--- src/rtl/instr_fetch_responder.sv ---
// Fetch-side program store and PC; answers each fetch edge with one byte.
// Optional FETCH_CNT_EN adds a saturating 16-bit fetch_count output.
module instr_fetch_responder #(
  parameter int DATA_W = 8,
  parameter int ADDR_W = 8
) (
  input  logic              clk,
  input  logic              rst_n,
  input  logic              start,
  input  logic              fetch,
  input  logic              finish,
  input  logic              pc_load,
  input  logic [ADDR_W-1:0] pc_in,
  input  logic              prog_we,
  input  logic [ADDR_W-1:0] prog_addr,
  input  logic [DATA_W-1:0] prog_data,
  output logic [DATA_W-1:0] instruction,
  output logic              instr_valid,
  output logic [ADDR_W-1:0] pc_out,
  output logic              busy,
  output logic              halted,
`ifdef FETCH_CNT_EN
  output logic [15:0]       fetch_count,
`endif
  output logic              req_err
);

  typedef enum logic [1:0] {
    LOAD     = 2'd0,
    RUN_IDLE = 2'd1,
    READ     = 2'd2,
    HALT     = 2'd3
  } state_t;

  localparam logic [ADDR_W-1:0] ONE =
    {{(ADDR_W-1){1'b0}}, 1'b1};

  state_t            r_state;
  state_t            w_state_nxt;
  logic [ADDR_W-1:0] r_pc;
  logic [ADDR_W-1:0] w_pc_nxt;
  logic [ADDR_W-1:0] r_addr;
  logic [ADDR_W-1:0] w_addr_nxt;
  logic [DATA_W-1:0] r_instr;
  logic              r_valid;
  logic              r_fetch_q;
  logic              r_req_err;
  logic              w_err_nxt;
  logic              w_we;
  logic              w_req;
  logic              w_start_ok;

  logic [DATA_W-1:0] r_mem [2**ADDR_W];

  assign w_req = fetch & ~r_fetch_q;

  always_comb begin
    w_state_nxt = r_state;
    w_pc_nxt    = r_pc;
    w_addr_nxt  = r_addr;
    w_err_nxt   = r_req_err;
    w_we        = 1'b0;
    w_start_ok  = 1'b0;
    unique case (r_state)
      LOAD: begin
        w_we = prog_we;
        if (w_req) w_err_nxt = 1'b1;
        if (start) begin
          w_start_ok  = 1'b1;
          w_state_nxt = RUN_IDLE;
          w_pc_nxt    = '0;
        end
      end
      RUN_IDLE: begin
        if (pc_load) w_pc_nxt = pc_in;
        if (w_req) begin
          w_state_nxt = READ;
          w_addr_nxt  = pc_load ? pc_in : r_pc;
        end else if (finish) begin
          w_state_nxt = HALT;
        end
      end
      READ: begin
        w_pc_nxt    = r_addr + ONE;
        w_state_nxt = finish ? HALT : RUN_IDLE;
      end
      HALT: begin
        if (w_req) w_err_nxt = 1'b1;
        if (start) begin
          w_start_ok  = 1'b1;
          w_state_nxt = RUN_IDLE;
          w_pc_nxt    = '0;
        end
      end
      default: w_state_nxt = LOAD;
    endcase
  end

  always_ff @(posedge clk or negedge rst_n) begin
    if (!rst_n) begin
      r_state   <= LOAD;
      r_pc      <= '0;
      r_addr    <= '0;
      r_instr   <= '0;
      r_valid   <= 1'b0;
      r_fetch_q <= 1'b0;
      r_req_err <= 1'b0;
    end else begin
      r_state   <= w_state_nxt;
      r_pc      <= w_pc_nxt;
      r_addr    <= w_addr_nxt;
      r_fetch_q <= fetch;
      r_req_err <= w_err_nxt;
      r_valid   <= (r_state == READ);
      if (r_state == READ) r_instr <= r_mem[r_addr];
    end
  end

  // Program store is deliberately left unreset.
  always_ff @(posedge clk) begin
    if (w_we) r_mem[prog_addr] <= prog_data;
  end

`ifdef FETCH_CNT_EN
  logic [15:0] r_cnt;

  always_ff @(posedge clk or negedge rst_n) begin
    if (!rst_n) begin
      r_cnt <= '0;
    end else if (w_start_ok) begin
      r_cnt <= '0;
    end else if (r_state == READ && r_cnt != 16'hFFFF) begin
      r_cnt <= r_cnt + 16'd1;
    end
  end

  assign fetch_count = r_cnt;
`endif

  assign instruction = r_instr;
  assign instr_valid = r_valid;
  assign pc_out      = r_pc;
  assign busy        = (r_state == READ);
  assign halted      = (r_state == HALT);
  assign req_err     = r_req_err;

endmodule

--- config.mk ---
export PLATFORM = sky130hd
export DESIGN_NAME = instr_fetch_responder
export DESIGN_NICKNAME = d
export VERILOG_FILES = /design/src/rtl/instr_fetch_responder.sv
export SDC_FILE = /design/constraint.sdc
export NUM_CORES = 2
export LEC_CHECK = 0
export CAP_MARGIN = 20
export CORE_UTILIZATION = 45
export DETAILED_ROUTE_END_ITERATION = 16
export GPL_TIMING_DRIVEN = 0
export HOLD_SLACK_MARGIN = 0.1
export PLACE_DENSITY = 0.6
export SLEW_MARGIN = 20
export SYNTH_ARGS = -nofsm -noshare
export SYNTH_HDL_FRONTEND = slang
export SYNTH_SLANG_ARGS = --single-unit
--- constraint.sdc ---
create_clock -name clk -period 3.17 [get_ports clk]
set_clock_uncertainty 0.05 [all_clocks]
set_input_delay 0.317 -clock clk [delete_from_list [all_inputs] [get_ports clk]]
set_output_delay 0.317 -clock clk [all_outputs]
set_load 0.005 [all_outputs]
==> Word-level counts from Yosys, hierarchy flattened <==
Memory sizes are Yosys's and may differ from the RTL's. A register that Yosys moved wholly into a read port is not among the register bits.
Cells that the tools add are included.
{ "word_totals": {"ramBits": 2048, "ff_bits": 21, "n_memories": 1, "output_inout_bits": 20} }
{ "mem_list": {"columns": ["memory", "depth", "word_bits", "rd", "rd_clocked_by_memory_dff", "write_ports", "line_no", "rtl"], "rows": [
  ["r_mem", 256, 8, 1, 1, 1, "53", "logic [DATA_W-1:0] r_mem [2**ADDR_W];"]
]} }
{ "classes": {"n_eq_ne": 5, "bitwise": 2, "reduce_logical": 6, "n_mux": 11, "add_sub_neg": 1} }
{ "ops": {"columns": ["operator", "n"], "rows": [
  ["$pmux 8 s3", 1],
  ["$mux 8", 2],
  ["$add 8x1->8 const B", 1],
  ["$mux 2", 4],
  ["$pmux 2 s3", 1],
  ["$reduce_and 2->1", 3],
  ["$eq 2x2->1 const B", 2],
  ["$mux 1", 3],
  ["$ne 3x3->1 const B", 1],
  ["$eq 2x1->1 const B", 1],
  ["$logic_not 2->1", 1],
  ["$ne 2x1->1 const B", 1],
  ["$reduce_or 2->1", 1],
  ["$and 1x1->1", 1],
  ["$logic_not 1->1", 1],
  ["$not 1->1", 1]
]} }

==> Depth between registers and ports, before layout <==
{ "logic_depth": {"word_depth": 4, "depth_mapped": 12} }

==> Worst setup path after synthesis <==
Ideal clock, no wire load.
{ "synth_path": {"path_kind": "reg-to-reg", "start": "register r_state[0]", "end": "memory r_mem[104][0] (enable)", "n_path_buf": 3, "period_less_slack_ns": 2.487, "setup_ns": 0.370, "stages_incl_launch_ff": 9, "path_slack_ns": 0.683, "arrival_time_ns": 2.067, "path_cell_list": "dfrtp_1 -> inv_1 -> ha_1 -> and2_1 -> clkbuf_1 -> clkbuf_1 -> nand3_1 -> clkbuf_1 -> nor2_1"} }
{ "synth_between": {"elab_chain_len": 4} }
{ "synth_lines": {"columns": ["element", "line_no", "rtl"], "rows": [
  ["from (decl)", "38", "state_t r_state;"],
  ["from (signal assigned)", "109", "r_state <= w_state_nxt;"],
  ["$logic_not 2->1", "64", "unique case (r_state)"],
  ["$mux 1", "64", null],
  ["$mux 1", "121", "if (w_we) r_mem[prog_addr] <= prog_data;"],
  ["$mux 1 (not written as such)", "121", null],
  ["to (decl)", "53", null]
]} }
Every way passes these cells.

==> Worst setup path in the final report <==
{ "layout_path": {"start": "register r_state[1]", "end": "memory r_mem[63][0] (enable)"} }
The elaborated chain is that of the path after synthesis.

==> results.ini <==
[critical_path]
cp_max_fo = 10
slowest_delay_ps = 410
r2r_setup_slack_ps = -110
r2r_start = r_state[1]
critPathSlowestCell = dfrtp_1
r2r_end = r_mem[63][0]
critPathCaptureType = register
crit_required_ps = 3620
cp_cell_sequence = inv_1 -> ha_1 -> and2_1 -> clkbuf_2 -> buf_2 -> nand2_2 -> clkbuf_4 -> buf_16 -> nor2_4
rr_worst_depth = 9
path_buf_inv = 5
crit_family = buffers and inverters
arrival_ps = 3730
path_class = reg -> reg
startpoint_type = register

[power]
power_switching_mw = 25.56
leakage_nw = 28.61
p_int_mw = 53.37
power_density_nw_per_um2 = 836.8
power_frac_seq_pct = 38.7
ir_worst_vdd_mv = 0.5186
clkPwrFrac_pct = 30.7
share_comb_of_total_power_pct = 30.6
p_sw_share_pct = 32.38

[synth]
post-synth-top-area-fraction_pct = 75.87
synthMuxAreaShare_pct = 15.14
synth_area_um2 = 81060
syn_inst = 3890
syn_area_per_cell_um2 = 20.84
ys_ff_latch = 2077
synth_largest_area_cell = edfxtp_1
synth-compound-area-share_pct = 3.075
synth-xor-area-share_pct = 0.06483
synthArstFlopShare_pct = 1.396
netlist_top_cells_count = 2,048 x edfxtp_1, 457 x mux4_2, 296 x nor2_1
synthDistinctLibCells = 58
synth_fa_ha_area_share_pct = 0.09261
synth_edf_count = 2048
yosys.cell_count.top_type = edfxtp_1
yosys_warnings = 0
synth_simple_gate_area_share_pct = 2.970
synth_nets = 3927
synth-main-ff-cell = edfxtp_1
synthTopCellsByArea = edfxtp_1 76%, mux4_2 13%, mux2i_1 2.3%
synth_top_family_by_area = multiplexers
seq_area_frac_synth_pct = 76.76

[clock_tree]
clk_latency_ps = 830
clock-sinks = 2077
clockBufferDepth = 3
htreeDepth = 4
cts_tree = yes
cts_root_buf = clkbuf_16
clkTransAtPathRegs_ps = 60
numCtsBuffers = 207

[hold_path]
hp-class = in -> reg
min_delay_path_depth = 3
hold_start = pc_in[7]
holdPathEnd = pc_out[7]

[floorplanning]
die_height_um = 426.4
std_cell_rows = 155
coreArea_um2 = 178600
dieArea_um2 = 181800
ios = 51
start_util_pct = 45.38
die_width_um = 426.4

[final_layout]
seq_area_um2 = 62230
drive_gt1_share_pct = 29.17
nFillCells = 13890
nets = 4250
stdcell_area_um2 = 94320
multi_input_area_um2 = 18620
fin_cells = 6747
area_delta_synth_final_pct = 16.36

[status]
violations = negative setup slack
outcome = complete, but fails checks

[timing]
rsz0062_at_grt = true
fin_ws_ps = -113.6
slew_headroom_pct = 13.97
finalHoldViolCount = 0
min_period_ps = 3284
drv_slew = 0
fmax_mhz = 304.5
hold_ws_ps = 154.7
fin_crit_sh_pct = 103.6
tightest_slew_ps = 1290
setup_viol = 145

[routing]
wirelength_um = 238200
wl_per_cell_um = 35.31
drt-pass1-iter-count = 8
vias_per_cell = 6.242
drtIter0Drc = 5889
drc = 0
antenna_left = 0
via_count = 42120

[global_routing]
met3_usage_pct = 5.762
grt_start_max_net_pins = 130
gr-total-overflow = 0
grt_pass1_vias = 41200
met1_usage_pct = 36.52
grt_pass1_wl_um = 327800
grt_util_all_layers_pct = 26.35
antenna_found_initial = 14
top_usage_layer = met2
grt_use_met2_pct = 40.94

[place]
routabilityCongestion = 0.9583
dp_hpwl_um = 161400
port_buffers = 46
dp_slack_ps = -1741
dp_cells = 6324
placed_area_um2 = 85410

[job]
cap_viol_max_count = 0

flip-flops by register name (all words and copies together), names as in the netlist:
name and flops:
instr_valid 1, r_fetch_q 1, r_mem 2048, req_err 1, r_state 2, instruction 8
pc_out 8, r_addr 8
stage by stage:
stage	power, mW	utilization, %	setup TNS [ps]
after global routing	80.55	52.80	-16670
final	78.93	52.81	-5168
after global placement	53.44	47.29	-
after detailed placement	53.27	47.82	-961890
after CTS	78.45	52.56	0
after floorplan	43.87	-	0
cell usage in the layout, fill, tap and decap left out, drive strengths merged, types with 5 or more instances in the layout:
| cell | Yosys | final |
|---|---|---|
| ha | 6 | 6 |
| o21ai | 32 | 32 |
| inv | 15 | 25 |
| mux4 | 457 | 457 |
| clkinvlp | 0 | 9 |
| clkdlybuf4s50 | 0 | 37 |
| and4 | 7 | 7 |
| nor2 | 296 | 296 |
| mux2i | 189 | 189 |
| mux2 | 8 | 8 |
| a22o | 7 | 7 |
| a211oi | 18 | 18 |
| diode | 0 | 7 |
| o22ai | 58 | 58 |
| o32ai | 7 | 7 |
| nand2 | 70 | 70 |
| nor2b | 27 | 27 |
| bufinv | 0 | 18 |
| buf | 134 | 199 |
| and2 | 17 | 17 |
| a22oi | 70 | 70 |
| o211ai | 9 | 9 |
| nor4 | 7 | 7 |
| clkinv | 2 | 82 |
| dlygate4sd3 | 0 | 12 |
| dfrtp | 29 | 29 |
| nand3 | 54 | 54 |
| a221oi | 7 | 7 |
| edfxtp | 2048 | 2048 |
| nor3 | 24 | 24 |
| nand2b | 5 | 5 |
| a21oi | 43 | 43 |
| nand3b | 6 | 6 |
| nand4 | 15 | 15 |
| a32oi | 14 | 14 |
| a211o | 8 | 8 |
| a31oi | 23 | 23 |
| o22a | 8 | 8 |
| o221ai | 41 | 41 |
| clkbuf | 105 | 368 |
worst reg2reg max path, stage by stage (launching register included):
cell      delay, ps
dfrtp_1         410
inv_1           120
ha_1            150
and2_1          260
clkbuf_2        280
buf_2           350
nand2_2         320
clkbuf_4        410
buf_16          250
nor2_4          350
power groups by stage:
stage	Clock, mW	Sequential, mW	Combinational (mW)
after floorplan	0	31.0	12.9
after global placement	0	31.5	22.0
after detailed placement	0	31.1	22.1
after CTS	24.4	30.5	23.5
after global routing	25.4	30.5	24.7
final	24.2	30.5	24.2
timing repair:
item	CTS	global route
buffers inserted	18	7
endpoints found under the hold margin	626	0
pin swaps	12	8
hold buffers	12	0
gates resized for setup	461	86
endpoints found under the setup margin	1783	577
worst max-delay path by stage:
stage / startpoint / to / slack, ps / depth (start not counted)
6_report: r_state[1] / r_mem[63][0] / -110 / 9
5_1_grt: r_state[1] / r_mem[149][1] / -160 / 7
4_1_cts: r_addr[0] / instruction[4] / 1 / 10
3_5_place_dp: r_addr[1] / instruction[2] / -1740 / 9
3_3_place_gp: prog_data[1] / r_mem[48][1] / -6410 / 1
2_1_floorplan: r_state[0] / r_mem[104][0] / 680 / 8
routing by layer:
layer,up-vias,wire [um]
met5,-,0
li1,16920,-
met1,22480,92450
met4,0,10610
met3,436,23500
met2,2273,111700
area by class of cell:
type,count,area share (%)
clock inverter,117,1.268
tap,2355,3.124
multi-input combinational,1557,19.75
buffer,237,2.190
antenna,7,0.01857
sequential,2077,65.98
inverter,17,0.06898
clock buffer,264,5.761
timing repair buffer,116,1.841
cells by family (layout without fill, tap and decap cells):
| logic type | count (synthesis) | after routing |
|---|---|---|
| flip-flops | 2077 | 2077 |
| other | 0 | 7 |
| AND/OR/NAND/NOR | 537 | 537 |
| XOR/XNOR | 6 | 6 |
| multiplexers | 654 | 654 |
| buffers and inverters | 256 | 751 |
| adder cells (fa/ha/maj) | 6 | 6 |
| AO/OA/AOI/OAI | 354 | 354 |
(Power assumes the default switching activity.)
